`src/rtl/rvc_fetch_align.sv`:
```
// Instruction aligner: splits word-aligned fetch words into 16/32-bit instructions,
// stitches instructions that straddle words, and restarts cleanly on redirect.
module rvc_fetch_align #(
    parameter int unsigned           XLEN     = 32,
    parameter logic [XLEN-1:0]       RESET_PC = 32'h8000_0000
) (
    input  logic            clock,
    input  logic            reset,
    input  logic            redirect_valid,
    input  logic [XLEN-1:0] redirect_pc,
    input  logic            in_valid,
    output logic            in_ready,
    input  logic [31:0]     in_data,
    input  logic [XLEN-1:0] in_addr,
    output logic            out_valid,
    input  logic            out_ready,
    output logic [31:0]     out_inst,
    output logic            out_compressed,
    output logic [XLEN-1:0] out_pc
);

    logic [15:0]     q [4];
    logic [15:0]     nq [4];
    logic [2:0]      count;
    logic [XLEN-1:0] pc;
    logic [XLEN-1:0] exp_addr;
    logic            skip_lo;

    logic            head_wide;
    logic            sel_valid;
    logic            pop;
    logic [2:0]      pop_n;
    logic            match;
    logic [2:0]      push_n;
    logic [2:0]      base;
    logic [15:0]     first_half;

    assign head_wide = (q[0][1:0] == 2'b11);
    assign in_ready  = (count <= 3'd2) | redirect_valid;
    assign out_pc    = pc;

    always_comb begin
        sel_valid      = 1'b0;
        out_compressed = 1'b0;
        out_inst       = '0;
        if (count >= 3'd1 && !head_wide) begin
            sel_valid      = 1'b1;
            out_compressed = 1'b1;
            out_inst       = {16'h0000, q[0]};
        end else if (count >= 3'd2 && head_wide) begin
            sel_valid = 1'b1;
            out_inst  = {q[1], q[0]};
        end
    end

    assign out_valid = sel_valid & ~redirect_valid;
    assign pop       = out_valid & out_ready;
    assign pop_n     = pop ? (out_compressed ? 3'd1 : 3'd2) : 3'd0;

    assign match      = in_valid & in_ready & ~redirect_valid & (in_addr == exp_addr);
    assign push_n     = match ? (skip_lo ? 3'd1 : 3'd2) : 3'd0;
    assign first_half = skip_lo ? in_data[31:16] : in_data[15:0];
    assign base       = count - pop_n;

    // Shift out popped halfwords first, then append new ones behind the survivors.
    always_comb begin
        for (int unsigned i = 0; i < 4; i++) begin
            logic [2:0] src;
            src   = 3'(i) + pop_n;
            nq[i] = (src < 3'd4) ? q[src[1:0]] : '0;
            if (push_n != 3'd0 && 3'(i) == base)
                nq[i] = first_half;
            if (push_n == 3'd2 && 3'(i) == base + 3'd1)
                nq[i] = in_data[31:16];
        end
    end

    always_ff @(posedge clock) begin
        if (reset) begin
            for (int unsigned i = 0; i < 4; i++) q[i] <= '0;
            count    <= '0;
            pc       <= RESET_PC;
            exp_addr <= {RESET_PC[XLEN-1:2], 2'b00};
            skip_lo  <= RESET_PC[1];
        end else if (redirect_valid) begin
            count    <= '0;
            pc       <= {redirect_pc[XLEN-1:1], 1'b0};
            exp_addr <= {redirect_pc[XLEN-1:2], 2'b00};
            skip_lo  <= redirect_pc[1];
        end else begin
            for (int unsigned i = 0; i < 4; i++) q[i] <= nq[i];
            count <= count - pop_n + push_n;
            if (pop)
                pc <= pc + XLEN'({pop_n, 1'b0});
            if (match) begin
                exp_addr <= exp_addr + XLEN'(4);
                skip_lo  <= 1'b0;
            end
        end
    end

endmodule

```
`config.mk`:
```
export PLATFORM = sky130hd
export DESIGN_NAME = rvc_fetch_align
export DESIGN_NICKNAME = d
export VERILOG_FILES = /design/src/rtl/rvc_fetch_align.sv
export SDC_FILE = /design/constraint.sdc
export NUM_CORES = 1
export LEC_CHECK = 0
export CAP_MARGIN = 20
export CORE_UTILIZATION = 40
export DETAILED_ROUTE_END_ITERATION = 10
export GPL_TIMING_DRIVEN = 0
export PLACE_DENSITY = 0.6
export SKIP_CTS_REPAIR_TIMING = 1
export SLEW_MARGIN = 10
export SYNTH_ARGS = -nofsm -noshare
export SYNTH_HDL_FRONTEND = slang
export SYNTH_SLANG_ARGS = --single-unit
```
`constraint.sdc`:
```
create_clock -name clock -period 9.75 [get_ports clock]
set_clock_uncertainty 0.2 [all_clocks]
set_input_delay 1.95 -clock clock [delete_from_list [all_inputs] [get_ports clock]]
set_output_delay 1.95 -clock clock [all_outputs]
set_load 0.01 [all_outputs]
```
# [Yosys cells after proc, flatten, opt, wreduce, memory -nomap -nowiden]
# Memory sizes are Yosys's and may differ from the RTL's.
# Index checks and enable logic that the tools add are counted.
[op_classes] reduce_logical=17 bitwise_logic=11 n_eq_ne=9 order_cmp=7 n_addsub=8 n_mux=37
[ops] operator="$mux W16" count=17
[ops] operator="$mux W32" count=6
[ops] operator="$add A32 B3 Y32" count=1
[ops] operator="$add A32 B3 Y32 const B" count=1
[ops] operator="$eq A32 B32 Y1" count=1
[ops] operator="$eq A2 B3 Y1 const A" count=4
[ops] operator="$logic_and A1 B1 Y1" count=10
[ops] operator="$mux W1" count=10
[ops] operator="$lt A3 B3 Y1 const B" count=3
[ops] operator="$mux W2" count=4
[ops] operator="$add A2 B2 Y3 const A" count=2
[ops] operator="$eq A1 B3 Y1 const A" count=2
[ops] operator="$logic_not A3 Y1" count=2
[ops] operator="$and A1 B1 Y1" count=5
[ops] operator="$or A1 B1 Y1" count=5
[ops] operator="$eq A2 B2 Y1 const B" count=2
[ops] operator="$reduce_bool A2 Y1" count=2
[ops] operator="$add A1 B2 Y3 const A" count=1
[ops] operator="$add A3 B1 Y3 const B" count=1
[ops] operator="$add A3 B2 Y3" count=1
[ops] operator="$ge A3 B1 Y1 const B" count=1
[ops] operator="$ge A3 B2 Y1 const B" count=1
[ops] operator="$le A3 B2 Y1 const B" count=1
[ops] operator="$lt A2 B3 Y1 const B" count=1
[ops] operator="other kinds (5)" count=5
[totals] in_bits=101 out_inout_bits=67 n_memories=1 ramBits=64 elab_cells=96 register_bits=68
[mem_list] name="q" depth=4 width=16 rd=6 rd_clocked_by_memory_dff=0 write_ports=4 line_no="22" rtl="logic [15:0] q [4];"

# [Depth between registers and ports, before layout]
# An unclocked memory read counts as a cell.
[logic_depth] depth_word=14 depth_mapped=16 depth_no_buf=13

# [Worst setup path before layout]
# No wires, ideal clock.
[synth_timing] kind="input-to-reg" start="input redirect_valid" end="memory q[3][0], enable pin" path_slack_ps=3256 cell_stages=13 setup_time_ps=392 n_path_buf=2 t_required_ps=9158 t_arrival_ps=5902 path_cell_list="buf_6 -> nor2b_1 -> nand2_1 -> nor2_1 -> clkbuf_1 -> fa_1 -> xor2_1 -> inv_1 -> ha_1 -> nor2b_1 -> nand4_1 -> and4b_1 -> o21bai_1"
[synth_rtl] item="start, declared" line_no="9" rtl="input logic redirect_valid,"
[synth_rtl] item="end, declared" line_no="22"

==> summary.md <==
| Metric | Value |
|---|---|
| Antenna diode instance count | 0 |
| Clock period minus worst slack | 8.85 ns |
| Leakage power of the design | around 0.0044 uW |
| Largest net degree at the start of global routing | 28 |
| Critical path, cell by cell | clkdlybuf4s50_1 > nor2b_1 > nand2_1 > nor2_1 > clkbuf_1 > fa_1 > xor2_1 > inv_1 > ha_1 > nor2b_1 > nand4_1 > and4b_1 > o21bai_2 > buf_8 |
| Residual DRC | 0 |
| Core Rows | 56 |
| Number of slew-limit violations in the final report | 0 |
| Total Routing Usage GR | between 30 and 40% |
| Detailed route wirelength on metal3 | 5.41 mm |
| Arrival time of data at the critical path endpoint | 8.80 ns |
| Final global-route overflow total | 0 |
| Wire length per cell | approximately 24 um |
| Clock network latency to the later pin of the worst-skew pair | 0.44 ns |
| Kind of start point of the critical path | input pin |
| Sequential fraction of the synthesis area | between 30% and 40% |
| Final cell area excluding filler cells | 12,200 sq um |
| Total clock sinks | 129 |
| Global-route wire length before repair | 60.9 mm |
| Depth of the CTS H-tree | 4 |
| Power consumption | 1510 uW |
| Final WL | around 41 mm |
| Buffers on Ports | 164 |
| Area post-placement | 11,600 sq um |
| Pin slew with the least headroom to its limit | 1.16 ns |
| DP HPWL | between 20 and 30 mm |
| Post-synthesis async set-or-reset flop share | 0% |
| Flip-flop cell with the highest count after synthesis | sky130_fd_sc_hd__dfxtp_1 |
| Top cell family by delay on the critical path | simple AND/OR/NAND/NOR gates |
| Category of the most critical setup path | input pin to flip-flop |
| Clk buf depth | 2 |
| DIE WIDTH | between 150 and 200 um |
| Area of the die | 24,400 sq um |
| Fraction of the cycle the final worst path needs | 90.7% |
| Area occupied by multi-input gates | 5830 sq um |
| Total number of vias | approximately 10,000 |
| Crit path top cell by count | sky130_fd_sc_hd__nor2b_1 |
| Standard cell with the maximum stage delay on the critical path | sky130_fd_sc_hd__nor2_1 |
| Number of antenna violations at the first check in global routing | 0 |
| Placer's final routability congestion estimate | 0.993 |
| Y dimension of the die | 156 um |
| Post-Synthesis Mean Instance Area | roughly 8 sq um |
| First drt pass iteration count | 5 |
| Clock transition at the registers of the reported paths | around 0.070 ns |
| Unrepaired setup endpoints after global routing | false |
| Outcome | finished, final reports clean |
| Syn Inst Count | between 1,000 and 1,500 |
| Number of DRC violations after detailed-routing iteration 0 | roughly 1,300 |
| Peak Freq | 113 MHz |
| Reported max-cap violation count | 0 |
| Antenna violation net count after detailed routing | 0 |
| Number of ports placed on the die boundary | 168 |
| Launching element of the worst setup path | out_ready |
| Distinct cells, synth | 58 |
| Initial cell density of the core | between 40% and 50% |
| Fraction of final layout cells sized beyond drive strength 1 | 4.61% |
| Worst hold path startpoint | exp_addr[31]$_SDFFE_PP1P_ |
| TritonCTS clock tree | yes |
| Power density normalized to cell area | 124 nW/um^2 |
| Synth-to-layout area growth | 28.1% |
| Largest stage delay on the critical path | 0.89 ns |
| Data required, critical path | 9.70 ns |
| Final Hold Violating Endpoints | 0 |
| Flip-flop and latch count after synthesis | 129 |
| Fin nets | 1,486 |
| Highest net fanout along the worst path | 13 |
| R2R Path Start | count[1]$_SDFF_PN0_ |
| Topmost layer with routed signal wires | met4 |
| Detailed-routing wirelength on met1 | around 17 mm |
| Synth warnings | 0 |
| Fillers | approximately 2,300 |
| Synthesized area | 9500 sq um |
| Vias in the first global route | around 9,800 |
| Buffer and inverter count on the worst path | 4 |
| Worst hold path type | flip-flop to flip-flop |
| Sequential standard cell area | 3220 sq um |
| Worst-case headroom to the max-slew limit | 21.8% |
| Root Driver | sky130_fd_sc_hd__clkbuf_16 |
| Max rail drop VDD | 0.000101 V |
| Nature of the critical path endpoint | flip-flop |
| Final-report setup violation count | 0 |
| Num CTS Buffers | 17 |
| Net count of the mapped netlist | 1,300 |
| Met2 wire len | 16.9 mm |
| EDFF count, synth | between 60 and 70 |
| Vias per Instance | 6.14 |
| Core area | ~23,000 sq um |
==> layer usage <==
layer,global-route usage (%),vias up
met5,0,-
met4,12.7,0
met3,9.86,115
met2,49.3,732
met1,48.1,4935
li1,-,4700
==> path summary, 6_finish.rpt <==
path	end	slack [ns]	cells past startpoint
max	q[3][13]$_SDFFCE_PN0P_	0.90	14
min	exp_addr[31]$_SDFFE_PP1P_	0.33	2
max reg2reg	q[3][13]$_SDFFCE_PN0P_	2.07	14
min reg2reg	exp_addr[31]$_SDFFE_PP1P_	0.33	2
==> per-stage QoR <==
| step | utilization (%) | hold slack, ns | worst slack [ns] | std cells | setup TNS [ns] |
|---|---|---|---|---|---|
| after floorplan | - | 0.301 | 3.26 | 1188 | 0 |
| after global placement | 49.3 | 0.319 | -0.230 | 1671 | -4.24 |
| after detailed placement | 49.6 | 0.324 | 0.766 | 1674 | 0 |
| after CTS | 52.0 | 0.333 | 1.23 | 1706 | 0 |
| after global routing | 52.0 | 0.372 | 0.901 | 1706 | 0 |
| final | 52.0 | 0.332 | 0.903 | 1706 | 0 |
==> power breakdown <==
part | switching (uW) | internal (uW) | total, uW
logic | 122 | 109 | 231
registers | 36.7 | 601 | 638
clock network | 295 | 349 | 644
total | 453 | 1060 | 1510
==> tightest hold or removal path: stages (launching register included) <==
cell and delay (ns):
sky130_fd_sc_hd__dfxtp_1 0.32, sky130_fd_sc_hd__o311ai_0 0.09, sky130_fd_sc_hd__nand3_1 0.07
==> Yosys cell counts, types with 22 or more instances <==
cell / instances / area (sq um)
sky130_fd_sc_hd__o21ai_0: 39 / 195
sky130_fd_sc_hd__inv_1: 22 / 82.6
sky130_fd_sc_hd__nand4_1: 29 / 181
sky130_fd_sc_hd__nand3_1: 71 / 355
sky130_fd_sc_hd__edfxtp_1: 64 / 1920
sky130_fd_sc_hd__o211ai_1: 28 / 210
sky130_fd_sc_hd__and2_1: 36 / 225
sky130_fd_sc_hd__clkbuf_1: 70 / 263
sky130_fd_sc_hd__nor3_1: 60 / 300
sky130_fd_sc_hd__mux2i_1: 69 / 691
sky130_fd_sc_hd__nand2_1: 89 / 334
sky130_fd_sc_hd__xor2_1: 23 / 201
sky130_fd_sc_hd__xnor2_1: 38 / 333
sky130_fd_sc_hd__dfxtp_1: 65 / 1300
sky130_fd_sc_hd__and3_1: 27 / 169
sky130_fd_sc_hd__nor2_1: 164 / 616
sky130_fd_sc_hd__a21oi_1: 92 / 460
sky130_fd_sc_hd__a211oi_1: 41 / 308
==> sequential cells by signal, summed over array words and instances (netlist names) <==
| name | cells |
|---|---|
| skip_lo | 1 |
| out_pc | 31 |
| q | 64 |
| count | 3 |
| exp_addr | 30 |
==> layout make-up <==
cell class / count / area share [%]
multi-input combinational: 948 / 47.9
sequential: 129 / 26.5
clock inverter: 14 / 0.987
buffer: 85 / 2.89
clock buffer: 18 / 3.70
tap: 319 / 3.28
inverter: 26 / 0.802
timing repair buffer: 167 / 13.9
==> cell usage in the layout, fill, tap and decap left out, drive strengths merged, types with 23 or more instances in the layout <==
master / n
nand4: 29
nand3: 71
xor2: 23
inv: 32
nor3: 61
a211oi: 41
nor2: 164
a21oi: 92
xnor2: 38
nand2: 89
o21ai: 39
clkdlybuf4s50: 164
mux2i: 69
dfxtp: 65
o211ai: 28
edfxtp: 64
and3: 27
clkbuf: 88
and2: 36
==> cell families after synthesis <==
family          share of synthesized area, %
compound gates                          17.4
mux                                     7.74
flops                                   33.9
simple gates                            28.8
fa+ha+maj                               1.69
buf+inv                                 4.73
other cells                           0.0395
xor+xnor                                5.62
No activity file was read; power rests on OpenSTA's default activity.
